`config.mk`:
```
export PLATFORM = sky130hd
export DESIGN_NAME = uart_rfifo_arb
export DESIGN_NICKNAME = d
export VERILOG_FILES = /design/src/rtl/uart_rfifo_arb_pkg.sv /design/src/rtl/uart_rr_pick2.sv /design/src/rtl/uart_rfifo_arb.sv
export SDC_FILE = /design/constraint.sdc
export NUM_CORES = 1
export LEC_CHECK = 0
export BUFFER_PORTS_ARGS = -buffer_cell sky130_fd_sc_hd__buf_2
export CORE_ASPECT_RATIO = 1.25
export CORE_MARGIN = 5
export CORE_UTILIZATION = 45
export DETAILED_ROUTE_END_ITERATION = 8
export PLACE_DENSITY_LB_ADDON = 0.08
export SETUP_SLACK_MARGIN = 0.2
export SYNTH_ARGS = -nofsm -noshare
export SYNTH_HDL_FRONTEND = slang
export SYNTH_SLANG_ARGS = --single-unit
export TNS_END_PERCENT = 10
```
`constraint.sdc`:
```
create_clock -name clk -period 3.7 [get_ports clk]
set_clock_uncertainty 0.2 [all_clocks]
set_input_delay 0.37 -clock clk [delete_from_list [all_inputs] [get_ports clk]]
set_output_delay 0.37 -clock clk [all_outputs]
set_load 0.03 [all_outputs]
```
`src/rtl/uart_rfifo_arb_pkg.sv`:
```
// Shared definitions for the UART RX FIFO read-port arbiter.
// Holds the state encoding, owner codes and the FIFO record geometry.
package uart_rfifo_arb_pkg;

    localparam int UART_FIFO_REC_WIDTH = 11;
    localparam int ARB_DATA_W          = UART_FIFO_REC_WIDTH;
    localparam int ARB_COUNT_W         = 5;
    localparam int ARB_LOCK_TOUT       = 256;
    localparam int ARB_TOUT_W          = 9;

    typedef enum logic [1:0] {
        ST_IDLE = 2'd0,
        ST_POP  = 2'd1,
        ST_RESP = 2'd2
    } arb_state_e;

    localparam logic [1:0] OWNER_NONE = 2'b00;
    localparam logic [1:0] OWNER_C0   = 2'b01;
    localparam logic [1:0] OWNER_C1   = 2'b10;

    // A held lock narrows the eligible set to the owning core only.
    function automatic logic [1:0] eligible_reqs(input logic [1:0] owner,
                                                 input logic [1:0] reqs);
        logic [1:0] elig;
        if (owner == OWNER_NONE) begin
            elig = reqs;
        end else begin
            elig = reqs & owner;
        end
        return elig;
    endfunction

endpackage

```
`src/rtl/uart_rr_pick2.sv`:
```
// Two-way round-robin picker: on a tie, grants the requester that was not served last.
// last = 1'b0 means core0 was granted last, 1'b1 means core1.
module uart_rr_pick2
    import uart_rfifo_arb_pkg::*;
(
    input  logic [1:0] req,
    input  logic       last,
    output logic [1:0] gnt
);

    // One-hot grant selection
    always_comb begin
        gnt = 2'b00;
        case (req)
            2'b01:   gnt = 2'b01;
            2'b10:   gnt = 2'b10;
            2'b11:   gnt = last ? 2'b01 : 2'b10;
            default: gnt = 2'b00;
        endcase
    end

endmodule

```
`src/rtl/uart_rfifo_arb.sv`:
```
// Arbitrates core0/core1 reads of the shared UART RX FIFO: one pop per grant,
// round-robin between cores, with an optional lock that a timeout can break.
module uart_rfifo_arb
    import uart_rfifo_arb_pkg::*;
#(
    parameter int DATA_W    = ARB_DATA_W,
    parameter int COUNT_W   = ARB_COUNT_W,
    parameter int LOCK_TOUT = ARB_LOCK_TOUT,
    parameter int TOUT_W    = ARB_TOUT_W
) (
    input  logic               clk,
    input  logic               rst_n,
    input  logic               req0,
    input  logic               req1,
    input  logic               lock0,
    input  logic               lock1,
    output logic               ack0,
    output logic               ack1,
    output logic [DATA_W-1:0]  rdata,
    output logic               rempty,
    input  logic [COUNT_W-1:0] fifo_count,
    input  logic [DATA_W-1:0]  fifo_data,
    input  logic               fifo_reset,
    output logic               fifo_pop,
    output logic [1:0]         owner,
    output logic               lock_tout
);

    localparam logic [TOUT_W-1:0] TOUT_LAST = TOUT_W'(LOCK_TOUT - 1);
    localparam logic [TOUT_W-1:0] TOUT_ONE  = TOUT_W'(1);

    arb_state_e        state_q, state_d;
    logic              grant_q, grant_d;
    logic              last_q, last_d;
    logic [1:0]        owner_q, owner_d;
    logic [TOUT_W-1:0] tout_q, tout_d;
    logic [DATA_W-1:0] rdata_q, rdata_d;
    logic              empty_q, empty_d;
    logic              lock_tout_q, lock_tout_d;

    logic [1:0] elig_s;
    logic [1:0] gnt_s;
    logic       pop_s;
    logic       owner_req_s;
    logic       owner_lock_s;

    assign elig_s = eligible_reqs(owner_q, {req1, req0});

    uart_rr_pick2 u_pick (
        .req  (elig_s),
        .last (last_q),
        .gnt  (gnt_s)
    );

    // Request and lock level of whichever core currently owns the port
    always_comb begin
        owner_req_s  = 1'b0;
        owner_lock_s = 1'b0;
        case (owner_q)
            OWNER_C0: begin
                owner_req_s  = req0;
                owner_lock_s = lock0;
            end
            OWNER_C1: begin
                owner_req_s  = req1;
                owner_lock_s = lock1;
            end
            default: begin
                owner_req_s  = 1'b0;
                owner_lock_s = 1'b0;
            end
        endcase
    end

    // A pop is only legal in POP with data present and no flush running
    always_comb begin
        if ((state_q == ST_POP) && (fifo_count != {COUNT_W{1'b0}}) && !fifo_reset) begin
            pop_s = 1'b1;
        end else begin
            pop_s = 1'b0;
        end
    end

    // State register
    always_ff @(posedge clk or negedge rst_n) begin
        if (!rst_n) begin
            state_q <= ST_IDLE;
        end else begin
            state_q <= state_d;
        end
    end

    // Next-state logic: every grant runs IDLE -> POP -> RESP -> IDLE
    always_comb begin
        state_d = state_q;
        case (state_q)
            ST_IDLE: begin
                if (gnt_s != 2'b00) begin
                    state_d = ST_POP;
                end else begin
                    state_d = ST_IDLE;
                end
            end
            ST_POP:  state_d = ST_RESP;
            ST_RESP: state_d = ST_IDLE;
            default: state_d = ST_IDLE;
        endcase
    end

    // Grant bookkeeping, lock ownership, timeout and captured response
    always_comb begin
        grant_d     = grant_q;
        last_d      = last_q;
        owner_d     = owner_q;
        tout_d      = tout_q;
        rdata_d     = rdata_q;
        empty_d     = empty_q;
        lock_tout_d = 1'b0;
        case (state_q)
            ST_IDLE: begin
                if (gnt_s != 2'b00) begin
                    grant_d = gnt_s[1];
                    last_d  = gnt_s[1];
                    tout_d  = {TOUT_W{1'b0}};
                    if (gnt_s[1]) begin
                        owner_d = lock1 ? OWNER_C1 : OWNER_NONE;
                    end else begin
                        owner_d = lock0 ? OWNER_C0 : OWNER_NONE;
                    end
                end else if ((owner_q != OWNER_NONE) && !owner_lock_s) begin
                    owner_d = OWNER_NONE;
                    tout_d  = {TOUT_W{1'b0}};
                end else if ((owner_q != OWNER_NONE) && !owner_req_s) begin
                    // Owner is idle but keeps the lock: force release once the budget is spent
                    if (tout_q == TOUT_LAST) begin
                        owner_d     = OWNER_NONE;
                        tout_d      = {TOUT_W{1'b0}};
                        lock_tout_d = 1'b1;
                    end else begin
                        tout_d = tout_q + TOUT_ONE;
                    end
                end else begin
                    tout_d = tout_q;
                end
            end
            ST_POP: begin
                if (pop_s) begin
                    rdata_d = fifo_data;
                    empty_d = 1'b0;
                end else begin
                    rdata_d = {DATA_W{1'b0}};
                    empty_d = 1'b1;
                end
            end
            ST_RESP: begin
                rdata_d = rdata_q;
            end
            default: begin
                rdata_d = rdata_q;
            end
        endcase
    end

    // Datapath and control registers
    always_ff @(posedge clk or negedge rst_n) begin
        if (!rst_n) begin
            grant_q     <= 1'b0;
            last_q      <= 1'b1;
            owner_q     <= OWNER_NONE;
            tout_q      <= {TOUT_W{1'b0}};
            rdata_q     <= {DATA_W{1'b0}};
            empty_q     <= 1'b0;
            lock_tout_q <= 1'b0;
        end else begin
            grant_q     <= grant_d;
            last_q      <= last_d;
            owner_q     <= owner_d;
            tout_q      <= tout_d;
            rdata_q     <= rdata_d;
            empty_q     <= empty_d;
            lock_tout_q <= lock_tout_d;
        end
    end

    // Output decode from the registered state
    always_comb begin
        ack0      = 1'b0;
        ack1      = 1'b0;
        rempty    = 1'b0;
        rdata     = {DATA_W{1'b0}};
        fifo_pop  = pop_s;
        owner     = owner_q;
        lock_tout = lock_tout_q;
        if (state_q == ST_RESP) begin
            ack0   = !grant_q;
            ack1   = grant_q;
            rempty = empty_q;
            rdata  = rdata_q;
        end else begin
            ack0   = 1'b0;
            ack1   = 1'b0;
            rempty = 1'b0;
            rdata  = {DATA_W{1'b0}};
        end
    end

endmodule
```
==> results of run 1 <==
## through the flow
step	instances	util	area (sq um)	setup WS [ps]	hold slack (ps)
2_1_floorplan	135	-	1410	1270	-126
3_3_place_gp	209	0.553	1640	1430	220
3_5_place_dp	209	0.553	1640	1380	222
4_1_cts	214	0.574	1710	1240	29.9
5_1_grt	214	0.574	1710	1090	13.3
6_report	214	0.574	1710	1270	47.6
## worst max-delay path by stage
stage | end | slack, ps | depth (start not counted)
global route | ack0 | 1090 | 3
finish | rdata[8] | 1270 | 3
global placement | tout_q[5] | 1430 | 6
CTS | rdata[8] | 1240 | 3
floorplan | tout_q[5] | 1270 | 6
detailed placement | tout_q[5] | 1380 | 6
## per-layer routing
metal / vias up / track usage / wire [um]
met5: - / 0 / 0
met4: 0 / 0.0567 / 23
met3: 4 / 0.0249 / 159
met2: 31 / 0.252 / 1560
met1: 548 / 0.177 / 1370
li1: 581 / - / -
## cells in the mapped netlist
| cell | number | area, sq um |
|---|---|---|
| a2111o_1 | 1 | 11.3 |
| a22oi_1 | 2 | 15.0 |
| a31oi_1 | 1 | 6.26 |
| nor2_1 | 4 | 15.0 |
| o21ai_0 | 4 | 20.0 |
| dfstp_2 | 1 | 26.3 |
| nand3b_1 | 2 | 15.0 |
| ha_1 | 4 | 50.1 |
| a21oi_1 | 3 | 15.0 |
| and3_1 | 1 | 6.26 |
| inv_1 | 6 | 22.5 |
| nand2_1 | 12 | 45.0 |
| o21ai_1 | 5 | 25.0 |
| and3_2 | 1 | 7.51 |
| nand2b_1 | 1 | 6.26 |
| a32o_1 | 2 | 20.0 |
| or2_4 | 1 | 8.76 |
| clkbuf_1 | 3 | 11.3 |
| or3_1 | 1 | 6.26 |
| and2_1 | 14 | 87.6 |
| nor3_1 | 5 | 25.0 |
| xor2_1 | 1 | 8.76 |
| o311a_2 | 1 | 11.3 |
| xnor2_1 | 1 | 8.76 |
| nor4_1 | 1 | 6.26 |
| or4_1 | 1 | 7.51 |
| nand4_1 | 2 | 12.5 |
| nor2b_1 | 2 | 12.5 |
| nand3_1 | 5 | 25.0 |
| o31ai_1 | 1 | 7.51 |
| a22o_1 | 14 | 123 |
| buf_6 | 1 | 11.3 |
| dfrtp_1 | 27 | 676 |
| o211ai_1 | 2 | 15.0 |
| a211oi_1 | 1 | 7.51 |
| a2111oi_4 | 1 | 27.5 |
## cells by family after synthesis
group / after synthesis / synth area share
flops: 28 / 0.500
buf+inv: 10 / 0.0321
fa+ha+maj: 4 / 0.0356
xor+xnor: 2 / 0.0125
simple gates: 53 / 0.204
compound gates: 38 / 0.216
## area by class of cell
cell class	count	area, sq um	share of cell area
Timing Repair Buffer	43	225	0.132
Clock buffer	3	22.5	0.0132
Clock inverter	1	30.0	0.0176
Multi-Input combinational cell	97	658	0.386
Sequential cell	28	702	0.412
Tap cell	36	45.0	0.0264
Inverter	6	22.5	0.0132
## worst reg2reg max path, cell delays in order (launching register included)
cell and delay [ps]:
dfrtp_1 460, inv_1 100, ha_1 210, a22o_1 290
a2111o_1 460, or4_1 500, nand3_1 90
## power breakdown
group / total, mW / leakage (nW) / switching, mW / internal [mW]
combinational: 0.630 / 0.467 / 0.393 / 0.237
clock: 0.197 / 0.0279 / 0.0879 / 0.110
sequential: 0.485 / 0.369 / 0.0787 / 0.407
total: 1.31 / 0.864 / 0.560 / 0.753
## cell usage in the layout (no fill, tap or decap)
| cell | count |
|---|---|
| buf_2 | 40 |
| xnor2_1 | 1 |
| o31ai_1 | 1 |
| dlygate4sd3_1 | 1 |
| a31oi_1 | 1 |
| nor3_1 | 5 |
| buf_4 | 2 |
| a2111o_1 | 1 |
| and2_1 | 14 |
| nor2b_1 | 2 |
| or4_1 | 1 |
| o21ai_0 | 4 |
| clkbuf_4 | 3 |
| nor4_1 | 1 |
| o311a_2 | 1 |
| and3_2 | 1 |
| dfrtp_1 | 27 |
| nand2b_1 | 1 |
| o21ai_1 | 5 |
| nand4_1 | 2 |
| a32o_1 | 2 |
| nand3b_1 | 2 |
| or3_1 | 1 |
| o211ai_1 | 2 |
| nand3_1 | 5 |
| a22oi_1 | 2 |
| a2111oi_4 | 1 |
| a211oi_1 | 1 |
| a22o_1 | 14 |
| ha_1 | 4 |
| xor2_1 | 1 |
| or2_4 | 1 |
| and3_1 | 1 |
| dfstp_2 | 1 |
| bufinv_16 | 1 |
| inv_1 | 6 |
| nand2_1 | 12 |
| a21oi_1 | 3 |
| nor2_1 | 4 |
## sequential cells by signal, indices dropped and copies added, names as in the netlist
| register | flops |
|---|---|
| grant_q | 1 |
| tout_q | 9 |
| lock_tout | 1 |
| owner | 2 |
| empty_q | 1 |
| rdata_q | 11 |
| last_q | 1 |
| state_q | 2 |
## repair_timing
| action | 4_1_cts | 5_1_grt |
|---|---|---|
| endpoints found under the hold margin | 27 | 0 |
| endpoints found under the setup margin | 0 | 0 |
| hold buffers | 1 | 0 |
==> flow_summary.toml, run 1 <==
[status]
status = "finished clean"

[worst_setup_path]
critPathLaunch = "state_q[1]"
cp.required_ps = 3130
crit_type = "flop to primary output"
path_buf_inv = 1
reg2reg_depth = 6
path_cells = "nor2b_1, and2_1, buf_2"
r2r_start = "owner[0]"
start_kind = "flop"
ff2ff_setup_slack_ps = 1330
cpPeakStageDelay_ps = 630
critPathMaxFanout = 14
cp_top_family = "simple AND/OR/NAND/NOR gates"
end_kind = "primary output"
crit_slowest_cell = "nor2b_1"
timing.rr.end = "tout_q[5]"
crit_arrival_ps = 1860

[clock_tree]
clkLatencyLatePin_ps = 320
cts_tree = "yes"
post_cts_resized = 0
cts_max_level = 1
clk_pin_slew_ps = 150
clock-root-buffer = "clkbuf_4"
cts_buffers = 3
cts.sinks = 28
cts_setup_buffers = 0
cts_buffer_depth = 2

[timing]
fin_crit_ps = 2430
hold_viol = 0
slew_headroom = 0.520
fmax_mhz = 412
tns_ps = 0
fin_crit_sh = 0.656
finalSetupViolCount = 0
rsz0062_at_grt = "false"
final_max_slew_viol_count = 0
worstMarginPinSlew_ps = 719

[floorplanning]
row_count = 22
die_w_um = 60.0
die_height_um = 72.5
boundaryPins = 41
start_util = 0.473
dieArea_sq_um = 4350
fp.coreArea_sq_um = 2970

[detailed_routing]
wirelength_um = 3120
drc = 0
first_pass_iters = 6
wl_per_cell_um = 14.6
routed_via_density = 5.44
first_iter_violations = 43
vias = 1164
postRouteAntennaNets = 0

[grt]
grt_pass1_vias = 1152
overflow = 0
grt.total_usage = 0.146
antenna_found_initial = 0
grt_pass1_wl_um = 4990
grt_max_degree = 29

[placement]
hpwlAfterDp_um = 2330
place_congestion = 0.851
port_buffers = 40

[synthesis]
seq_area_frac_synth = 0.500
syn_inst = 135
yosysUniqueCellTypes = 36
synth_area_sq_um = 1410
yosys_warnings = 0
synth_area_per_cell_sq_um = 10.4
syn_nets = 162
ys_ff_latch = 28

[finish]
drive_above_1_share = 0.287
nets = 206
fill_cells = 261
diodes = 0
area.growth.synth_to_final_pct = 21.4

[worst_hold_path]
worstHoldPathCells = 2
min-delay-start = "fifo_data[7]"
whs_endpoint = "rdata_q[7]"
hold_class = "input port to flop"

[power]
leakage_nw = 0.864
pwr_density_cell_nw_per_um2 = 770
vdd_drop_max_mv = 0.367
total_power_mw = 1.31

[job]
drv_cap = 0
Power figures use the tool's default switching activity.
==> inputs of run 2 (changes only) <==
==> constraint.sdc (replaced) <==
create_clock -name clk -period 2.3 [get_ports clk]
set_clock_uncertainty 0.2 [all_clocks]
set_input_delay 0.23 -clock clk [delete_from_list [all_inputs] [get_ports clk]]
set_output_delay 0.23 -clock clk [all_outputs]
set_load 0.03 [all_outputs]
==> run 2 against run 1 <==
- final area is 11% higher
- count of clock-buffer cells in the layout is 1 higher
- highest routed layer unchanged
- critical path type is now flop to flop
- flip-flop and latch count stayed put
- combinational power is 87% higher
==> flow_summary.toml, run 2 (same netlist as run 1, synthesis figures left out) <==
[status]
status = "finished clean"

[clock_tree]
clkLatencyLatePin_ps = 330
cts_max_level = 1
cts_buffer_depth = 2
clock-root-buffer = "clkbuf_4"
cts_buffers = 3
cts.sinks = 28
cts_tree = "yes"
clk_pin_slew_ps = 160

[finish]
drive_above_1_share = 0.328
most-common-layout-cells = "buf_2, dfrtp_1, and2_1, dlygate4sd3_1, a22o_1"
diodes = 0
final_area_sq_um = 1900
top_register = "rdata_q"
area.growth.synth_to_final_pct = 35.2
mostFrequentLayoutCell = "buf_2"
nets = 223
top_regs = "rdata_q (11), tout_q (9)"
largest_reg_flops = 11

[detailed_routing]
first_pass_iters = 4
postRouteAntennaNets = 0
first_iter_violations = 48
wirelength_um = 3420
routed_via_density = 5.49
drc = 0
vias = 1268
wl_per_cell_um = 14.8

[worst_setup_path]
cp.required_ps = 2380
critPathMaxFanout = 5
cp_top_family = "compound AO/OA/AOI/OAI gates"
end_kind = "flop"
crit_slowest_cell = "or4_1"
path_cells = "inv_4, ha_4, a22o_4, a2111o_1, or4_1, nand3_1"
crit_arrival_ps = 2220
crit_type = "flop to flop"
path_buf_inv = 1
start_kind = "flop"
cpPeakStageDelay_ps = 480

[placement]
place_congestion = 0.850
hpwlAfterDp_um = 2490
placed_area_sq_um = 1710
place_ws_ps = 163
port_buffers = 40

[floorplanning]
dieArea_sq_um = 4350
start_util = 0.473
boundaryPins = 41
die_w_um = 60.0
fp.coreArea_sq_um = 2970
row_count = 22
die_height_um = 72.5

[grt]
overflow = 0
grt_pass1_wl_um = 5780
antenna_found_initial = 0
grt_max_degree = 29
grt_pass1_vias = 1300
grt.total_usage = 0.169

[power]
vdd_drop_max_mv = 0.709
total_power_mw = 2.18
pwr_density_cell_nw_per_um2 = 1150
leakage_nw = 0.932

[timing]
finalSetupViolCount = 0
fmax_mhz = 467
layout_setup_ws_ps = 160
slew_headroom = 0.604
worstMarginPinSlew_ps = 594
tns_ps = 0
rsz0062_at_grt = "true"
fin_crit_ps = 2140
final_max_slew_viol_count = 0
fin_crit_sh = 0.931
hold_viol = 0

[worst_hold_path]
hold_class = "input port to flop"

[job]
drv_cap = 0
run 2: final timing paths:
kind | start | cells after the start | slack, ps | end
worst max-delay path | owner[0] | 6 | 160 | tout_q[5]
worst min-delay path | req1 | 4 | 150 | last_q
worst max register to register | owner[0] | 6 | 160 | tout_q[5]
worst min register to register | last_q | 2 | 280 | last_q
max in group asynchronous | rst_n | 2 | 1240 | owner[1]
min in group asynchronous | rst_n | 2 | 210 | tout_q[3]
run 2: area by class of cell:
class	instances	area, sq um
fillers	265	1070
multi-input cells	97	713
flip-flops and latches	28	704
repair buffers	60	385
well taps	36	45.0
clock buffers	4	26.3
inverters	6	25.0
run 2: routing by layer:
| layer | track usage | up-vias | part of all wire |
|---|---|---|---|
| met2 | 0.302 | 39 | 0.52 |
| met3 | 0.0320 | 6 | 0.049 |
| met4 | 0.0542 | 0 | 0.013 |
| met1 | 0.198 | 606 | 0.42 |
| li1 | - | 617 | - |
| met5 | 0 | - | 0 |
run 2: timing repair:
| item | in CTS | in global routing |
|---|---|---|
| endpoints found under the hold margin | 40 | 0 |
| hold buffers | 14 | 0 |
| setup buffers | 1 | 1 |
| endpoints found under the setup margin | 5 | 10 |
| gates cloned | 0 | 0 |
| pin swaps | 0 | 1 |
| gates resized for setup | 0 | 1 |
run 2: worst reg2reg max path: cells and delay by family, from the launching register on:
family          cells  cell delay (ps)
compound gates      2              660
fa+ha+maj           1              160
buf+inv             1               70
flops               1              470
simple gates        2              560
run 2: power breakdown:
part           leakage (nW)  internal [mW]  switching, mW
clock network        0.0150         0.0679          0.140
registers             0.366          0.658          0.137
logic                 0.551          0.495          0.681
run 2: per-stage QoR:
step,util,hold slack (ps),instances
2_1_floorplan,-,-266,135
3_3_place_gp,0.576,77.6,211
3_5_place_dp,0.576,74.3,211
4_1_cts,0.635,124,230
5_1_grt,0.639,131,231
6_report,0.639,145,231
